## src/rtl/anc_fir.sv

```systemverilog
// ============================================================================
//  Module   : anc_fir
//  Purpose  : Sequential-MAC FIR estimator for adaptive noise cancellation.
//             Produces Yn = sum(Wn[k]*Rn[n-k]) in Q1.23 and AncEn = Dn - Yn.
//  Options  : define ANC_FIR_SAT_EN to saturate Yn/AncEn instead of wrapping.
//  Revision : 1.0  initial release
// ============================================================================
`default_nettype none

module anc_fir #(
  parameter int W1   = 24,
  parameter int TAPS = 8,
  parameter int AW   = 3
) (
  input  logic                 clk,
  input  logic                 reset,
  input  logic                 en,
  input  logic                 sample_valid,
  input  logic signed [W1-1:0] Rn,
  input  logic signed [W1-1:0] Dn,
  output logic        [AW-1:0] coef_addr,
  input  logic signed [W1-1:0] coef_data,
  output logic                 busy,
  output logic signed [W1-1:0] Yn,
  output logic signed [W1-1:0] AncEn,
  output logic                 out_valid
);

  localparam int PW   = 2 * W1;
  localparam int ACCW = 2 * W1 + AW;

  typedef enum logic [1:0] {
    IDLE  = 2'd0,
    MAC   = 2'd1,
    DRAIN = 2'd2,
    DONE  = 2'd3
  } state_t;

  state_t                r_state;
  logic        [AW-1:0]  r_cnt;
  logic signed [W1-1:0]  r_tap [TAPS];
  logic signed [W1-1:0]  r_dn;
  logic signed [ACCW-1:0] r_acc;
  logic                  r_add_pend;
  logic        [AW-1:0]  r_add_k;
  logic signed [W1-1:0]  r_yn;
  logic signed [W1-1:0]  r_ancen;
  logic                  r_out_valid;
  logic                  r_stall;
  logic signed [W1-1:0]  r_coef_hold;

  logic signed [W1-1:0]  w_coef;
  logic signed [PW-1:0]  w_prod;
  logic signed [W1-1:0]  w_y;
  logic        [W1:0]    w_e_full;
  logic signed [W1-1:0]  w_e;
  logic                  w_unused;

  // The coefficient for an address arrives one clock later even while en is
  // low, so the first stalled cycle captures it for use when en returns.
  assign w_coef   = r_stall ? r_coef_hold : coef_data;
  assign w_prod   = PW'(w_coef) * PW'(r_tap[r_add_k]);
  assign w_e_full = {r_dn[W1-1], r_dn} - {w_y[W1-1], w_y};

`ifdef ANC_FIR_SAT_EN
  localparam logic signed [W1-1:0] c_sat_max = {1'b0, {(W1-1){1'b1}}};
  localparam logic signed [W1-1:0] c_sat_min = {1'b1, {(W1-1){1'b0}}};

  logic w_y_ovf;
  logic w_e_ovf;

  assign w_y_ovf  = ~((&r_acc[ACCW-1:PW-2]) | ~(|r_acc[ACCW-1:PW-2]));
  assign w_e_ovf  = w_e_full[W1] ^ w_e_full[W1-1];
  assign w_y      = w_y_ovf ? (r_acc[ACCW-1] ? c_sat_min : c_sat_max)
                            : r_acc[PW-2:W1-1];
  assign w_e      = w_e_ovf ? (w_e_full[W1] ? c_sat_min : c_sat_max)
                            : w_e_full[W1-1:0];
  assign w_unused = ^{r_acc[W1-2:0]};
`else
  assign w_y      = r_acc[PW-2:W1-1];
  assign w_e      = w_e_full[W1-1:0];
  assign w_unused = ^{r_acc[ACCW-1:PW-1], r_acc[W1-2:0], w_e_full[W1]};
`endif

  assign coef_addr = (r_state == MAC) ? r_cnt : '0;
  assign busy      = (r_state != IDLE);
  assign Yn        = r_yn;
  assign AncEn     = r_ancen;
  assign out_valid = r_out_valid;

  always_ff @(posedge clk or negedge reset) begin
    if (!reset) begin
      r_stall     <= 1'b0;
      r_coef_hold <= '0;
    end else begin
      r_stall <= ~en;
      if (!en && !r_stall) r_coef_hold <= coef_data;
    end
  end

  always_ff @(posedge clk or negedge reset) begin
    if (!reset) begin
      r_state     <= IDLE;
      r_cnt       <= '0;
      r_dn        <= '0;
      r_acc       <= '0;
      r_add_pend  <= 1'b0;
      r_add_k     <= '0;
      r_yn        <= '0;
      r_ancen     <= '0;
      r_out_valid <= 1'b0;
      for (int k = 0; k < TAPS; k++) r_tap[k] <= '0;
    end else if (en) begin
      r_out_valid <= 1'b0;
      r_add_pend  <= 1'b0;
      if (r_add_pend) r_acc <= r_acc + ACCW'(w_prod);
      case (r_state)
        IDLE: begin
          if (sample_valid) begin
            for (int k = TAPS - 1; k > 0; k--) r_tap[k] <= r_tap[k-1];
            r_tap[0] <= Rn;
            r_dn     <= Dn;
            r_acc    <= '0;
            r_cnt    <= '0;
            r_state  <= MAC;
          end
        end
        MAC: begin
          r_add_pend <= 1'b1;
          r_add_k    <= r_cnt;
          if (r_cnt == AW'(TAPS - 1)) begin
            r_cnt   <= '0;
            r_state <= DRAIN;
          end else begin
            r_cnt <= r_cnt + AW'(1);
          end
        end
        DRAIN: r_state <= DONE;
        DONE: begin
          r_yn        <= w_y;
          r_ancen     <= w_e;
          r_out_valid <= 1'b1;
          r_state     <= IDLE;
        end
        default: r_state <= IDLE;
      endcase
    end
  end

endmodule

`default_nettype wire

```

## config.mk

```make
export PLATFORM = sky130hd
export DESIGN_NAME = anc_fir
export DESIGN_NICKNAME = d
export VERILOG_FILES = /design/src/rtl/anc_fir.sv
export SDC_FILE = /design/constraint.sdc
export NUM_CORES = 2
export LEC_CHECK = 0
export CORE_ASPECT_RATIO = 0.6
export CORE_MARGIN = 2
export CORE_UTILIZATION = 25
export DETAILED_ROUTE_END_ITERATION = 16
export PLACE_DENSITY = 0.39
export SLEW_MARGIN = 20
export SYNTH_ARGS = -nofsm -noshare
export SYNTH_HDL_FRONTEND = slang
export SYNTH_SLANG_ARGS = --single-unit
```

## constraint.sdc

```tcl
create_clock -name clk -period 9.9 [get_ports clk]
set_clock_uncertainty 0.1 [all_clocks]
set_input_delay 1.98 -clock clk [delete_from_list [all_inputs] [get_ports clk]]
set_output_delay 1.98 -clock clk [all_outputs]
set_load 0.01 [all_outputs]
```

# ---- Word level (Yosys, flattened, before mapping)
# Index checks and enable logic that the tools add are counted.
dict set report totals {
  regBits 350
  output_inout_bits 53
  input_bits 76
  word_cells 59
}
dict set report op_classes {
  n_mul 1
  n_mux 16
  bitwise_logic 2
  n_addsub 3
  n_reduce_logical 11
  order_cmp 1
  n_eq_ne 6
}
# op count
set ops {}
lappend ops {{2-to-1 mux 51 bit} 3}
lappend ops {{binary-select mux 24 bit (select 3 bit)} 1}
lappend ops {{2-to-1 mux 24 bit} 3}
lappend ops {{adder 51 x 48 -> 51 bit} 1}
lappend ops {{multiplier 24 x 24 -> 48 bit} 1}
lappend ops {{subtractor 24 bit} 1}
lappend ops {{2-to-1 mux 3 bit} 3}
lappend ops {{AND reduction 3 bit} 3}
lappend ops {{one-hot mux 2 bit (4 select lines)} 1}
lappend ops {{one-hot mux 3 bit (2 select lines)} 1}
lappend ops {{equality test 2 bit, second input constant} 2}
lappend ops {{greater-or-equal comparator 4 bit, second input constant} 1}
lappend ops {{2-to-1 mux 2 bit} 2}
lappend ops {{NOT 3 -> 4 bit} 1}
lappend ops {{AND reduction 2 bit} 2}
lappend ops {{nonzero test 2 bit} 2}
lappend ops {{adder 3 x 1 -> 3 bit, second input constant} 1}
lappend ops {{equality test 3 bit, second input constant} 1}
lappend ops {{equality test 2 x 1 -> 1 bit, second input constant} 1}
lappend ops {{zero test 1 bit} 2}
lappend ops {{zero test 2 bit} 1}
lappend ops {{2-to-1 mux 1 bit} 2}
lappend ops {{inequality test 2 x 1 -> 1 bit, second input constant} 1}
lappend ops {{inequality test 2 bit, second input constant} 1}
lappend ops {{other kinds (2)} 2}

# ---- Depth between registers and ports, before layout
dict set report logic_depth {
  depth_word 9
  depth_mapped 31
  ltp_nobuf 27
}

# ---- Least setup slack after synthesis
# OpenSTA, ideal clock, no wires.
dict set report synth_timing {
  path_type {input to register}
  start {input port coef_data[15]}
  end {register r_acc[45]}
  required_ps 9674
  setup_time_ps 126
  stages 27
  slack_ps 1061
  t_arrival_ps 8613
  n_path_buf 1
  cell_sequence {mux2_2 clkbuf_1 nand2_1 fa_1 inv_1 fa_1 inv_1 fa_1 inv_1 fa_1 inv_1 fa_1 inv_1 fa_1 inv_1 fa_1 inv_1 ha_1 nand2_1 a21oi_1 a221o_1 or4_4 a31oi_2 o21ai_2 o41ai_2 o21ai_1 a221o_1}
}
dict set report synth_between {
  elab_chain_len 6
}
# element line_no
set synth_lines {}
lappend synth_lines {{from (decl)} 22} ;# input logic signed [W1-1:0] coef_data,
lappend synth_lines {{2-to-1 mux 24 bit *} 61} ;# assign w_coef = r_stall ? r_coef_hold : coef_data;
lappend synth_lines {{multiplier 24 x 24 -> 48 bit *} 62} ;# assign w_prod = PW'(w_coef) * PW'(r_tap[r_add_k]);
lappend synth_lines {{adder 51 x 48 -> 51 bit *} 116} ;# if (r_add_pend) r_acc <= r_acc + ACCW'(w_prod);
lappend synth_lines {{2-to-1 mux 51 bit *} 116}
lappend synth_lines {{2-to-1 mux 51 bit} 119} ;# if (sample_valid) begin
lappend synth_lines {{2-to-1 mux 51 bit *} 117} ;# case (r_state)
lappend synth_lines {{to (signal assigned)} 116}
lappend synth_lines {{to (decl)} 43} ;# logic signed [ACCW-1:0] r_acc;
# Mark *: on every way between the ends. The rest lies on a longest branch, timed or not.
# A chain may end at the register's enable or synchronous reset.

# ---- Final worst setup path
dict set report layout_timing {
  start {input port coef_data[10]}
  end {register r_acc[43]}
}
# The elaborated chain is that of the path after synthesis.

==> metrics.md <==
| Metric | Value |
|---|---|
| CP required | `between 10 and 15 ns` |
| Top Ports | `around 130` |
| Share of flip-flops with an asynchronous set or reset | `100%` |
| Number of synthesized flops with an enable pin | `0` |
| Placeable Area | `150000 um^2` |
| H-tree levels | `2` |
| Die area | `155000 um^2` |
| Yosys cell types | `71` |
| Finished layout cell area | `44000 um^2` |
| Cell count after placement | `roughly 6200` |
| # resized after CTS | `0` |
| Root buf cell | `clkbuf_16` |
| Post-synthesis sequential area ratio | `between 20% and 30%` |
| CTS Hold Buffers Added | `0` |
| Peak Freq | `about 0.11 GHz` |
| Largest area contributor in the netlist | `fa_1` |
| Die Y | `~300 um` |
| WHS Path Cells | `2` |
| Fin. Hold Viols | `0` |
| Initial core utilization | `25.3%` |
| Worst slew margin | `between 20% and 30%` |
| Startpoint types | `input pin` |
| R2R Setup Slk | `about 0.52 ns` |
| Mapped Nets | `approximately 5000` |
| Gr ovfl total | `0` |
| Final cell count without fillers | `6298` |
| Clk sink count | `approximately 350` |
| Synth top cells by count | `nand2_1 (1097), inv_1 (715), fa_1 (643)` |
| Setup TNS | `0 ns` |
| Drt wl/cell | `20.4 um` |
| Crit path max fanout | `7` |
| Die width | `roughly 510 um` |
| Synthesis-to-layout area growth | `16.0%` |
| Setup Viol. Count Final | `0` |
| Max Root-Sink Buffers | `3` |
| Synth warnings | `0` |
| Post-CTS setup buffer count | `0` |
| Post-Syn Instances | `just over 4000` |
| Minimum clock period | `9.47 ns` |
| Layout cells sized above 1 | `under 10%` |
| Synth Area per Inst | `a little over 9 um^2` |
| R2R Path Start | `r_add_k[0]` |
| Vias | `27800` |
| Inserted Clock Buffers | `slightly above 40` |
| Nets | `between 5000 and 6000` |
| DP Wirelength | `103 mm` |
| Number of DRC markers in iteration 0 | `2147` |
| Via density | `~4.4` |
| Yosys reg bits | `approximately 350` |
| Clk Latency, worst-skew pair | `approximately 0.61 ns` |
| DP Area | `approximately 43000 um^2` |
| Final Cycle Share | `a little over nine tenths` |
| Worst Hold Class | `register to register` |
| Total track usage | `16.9%` |
| Synth top area cells | `fa_1 (34%), dfrtp_1 (23%), nand2_1 (11%), inv_1 (7.1%), ha_1 (6.1%)` |
| Most used flip-flop cell after synthesis | `dfrtp_1` |
| Fin Hold WS | `roughly 0.37 ns` |
| CTS tree | `built` |
| Hold Path End | `r_tap[2]` |
| Routability cong. | `approximately 0.86` |
| Post-Syn Area | `around 38000 um^2` |
| Overall routed net length | `128 mm` |
| IO buf count | `between 100 and 150` |
| Pin count of the biggest net entering global routing | `between 100 and 150` |
| Depth of the most critical reg-to-reg path | `28` |
| Detailed Routing Iterations Pass 1 | `5` |
| Critical Path End Type | `register` |
| Most common cell in the netlist | `nand2_1` |
| Reg clk slew, reported paths | `~0.060 ns` |
| Global-route wire length before repair | `between 150 and 200 mm` |
| Outcome | `finished clean` |
| Vias in the first global route | `29000` |
| Max-cap violations | `0` |
| Fin. max-slew vios | `0` |
| Std cell rows | `between 100 and 150` |
| CP Class | `input pin to register` |
| Filler instances | `16000` |
| RSZ-0062 raised after global routing | `false` |
| RR Endpoint | `r_acc[43]` |
| Worst Hold Launch | `r_tap[2]` |
| Post-route ant nets | `0` |
| Initial antenna violation count | `4` |
| Share of Yosys cell area claimed by the top area cell type | `roughly a third` |
| Worst-margin pin slew | `around 1.1 ns` |
| WP data arrival | `slightly below 10 ns` |
| Remaining routing DRC violations | `0` |
-- state kept, by name, summed over array words and instances, names as in the netlist, 2 cells and up --
signal,flops
r_add_k,3
r_coef_hold,24
Yn,24
r_acc,47
r_state,2
r_cnt,3
r_dn,24
AncEn,24
r_tap,192
-- kinds of logic (layout without fill, tap and decap cells) --
kind of cell	Yosys count	count (layout)	synth area share, %
AO/OA/AOI/OAI	305	305	5.08
XOR/XNOR	64	64	1.48
adder cells (fa/ha/maj)	828	828	40.0
buffers and inverters	886	1089	8.79
flip-flops	346	346	22.8
multiplexers	160	160	6.04
other	0	1	0
AND/OR/NAND/NOR	1489	1489	15.8
-- through the flow --
step	utilization [%]	setup slack, ns
6_report	29.3	0.431
5_1_grt	29.3	0.0220
4_1_cts	29.3	0.482
3_5_place_dp	28.4	-0.0788
3_3_place_gp	28.4	-0.0959
2_1_floorplan	-	1.06
-- routing by layer --
| layer | share of wire [%] | vias to the layer above | GRT usage, % |
|---|---|---|---|
| met3 | 6.7 | 96 | 3.27 |
| met1 | 53 | 14200 | 28.0 |
| met2 | 39 | 702 | 22.7 |
| met4 | 1.2 | 0 | 2.07 |
| met5 | 0 | - | 0 |
| li1 | - | 12800 | - |
-- worst max-delay path: stages --
cell and delay, ns:
clkdlybuf4s50_1 0.44, mux2i_1 0.32, buf_4 0.29, nor2_1 0.09, fa_1 0.54, inv_1 0.06, fa_1 0.53, inv_1 0.07
fa_1 0.49, fa_1 0.60, fa_1 0.44, fa_1 0.49, inv_1 0.05, fa_1 0.49, inv_1 0.05, ha_1 0.29
a21oi_1 0.30, o21ai_0 0.13, buf_4 0.18, or4_4 0.51, a31oi_2 0.37, o21ai_0 0.23, buf_4 0.20, a211oi_1 0.41
nor3_1 0.11, nand3b_1 0.17
-- layout by cell type (no fill, tap or decap), types with 5 or more instances in the layout --
cell,netlist,final
and2_1,42,42
o31ai_1,8,8
o211ai_1,11,11
a21o_1,27,27
a211oi_1,10,10
a32o_1,5,5
nor3b_1,5,5
xnor2_1,39,39
a21oi_1,66,66
buf_4,0,156
clkdlybuf4s50_1,0,127
nor3_1,12,12
fa_1,643,643
clkbuf_8,0,8
or3_1,9,9
o21bai_1,9,9
dfrtp_1,346,342
and3_1,9,8
o21ai_0,109,109
xor2_1,25,25
nand3_1,23,23
mux2_2,72,72
nor2_1,224,223
nand4_1,11,11
ha_1,185,185
buf_12,0,14
clkbuf_16,0,41
nand2_1,1097,1095
a31oi_1,6,6
clkbuf_1,153,13
o21a_1,9,9
mux2i_1,39,32
mux2i_2,0,5
or2_2,10,10
nand2b_1,24,24
inv_1,715,715
mux4_2,48,48
nor2b_1,12,12
-- layout make-up --
type	count	area, um^2	share of cell area (%)
Antenna cell	1	2.50	0.00568
Clock buffer	62	1180	2.69
Clock inverter	12	183	0.415
Inverter	716	2690	6.10
Multi-Input combinational cell	2846	26000	59.1
Sequential cell	346	8670	19.7
Tap cell	2016	2520	5.73
Timing Repair Buffer	299	2750	6.24
-- worst max-delay path by stage --
| stage | from | end | cells after the start |
|---|---|---|---|
| after global placement | coef_data[10] | r_acc[43] | 26 |
| after floorplan | coef_data[15] | r_acc[45] | 27 |
| after detailed placement | coef_data[18] | r_acc[43] | 27 |
| after CTS | r_add_k[0] | r_acc[43] | 28 |
| after global routing | r_add_k[0] | r_acc[43] | 28 |
| final | coef_data[10] | r_acc[43] | 26 |
Power is left out: the tool's default activity adds up to more than one toggle a clock period on the data nets, which glitch-free logic cannot reach.
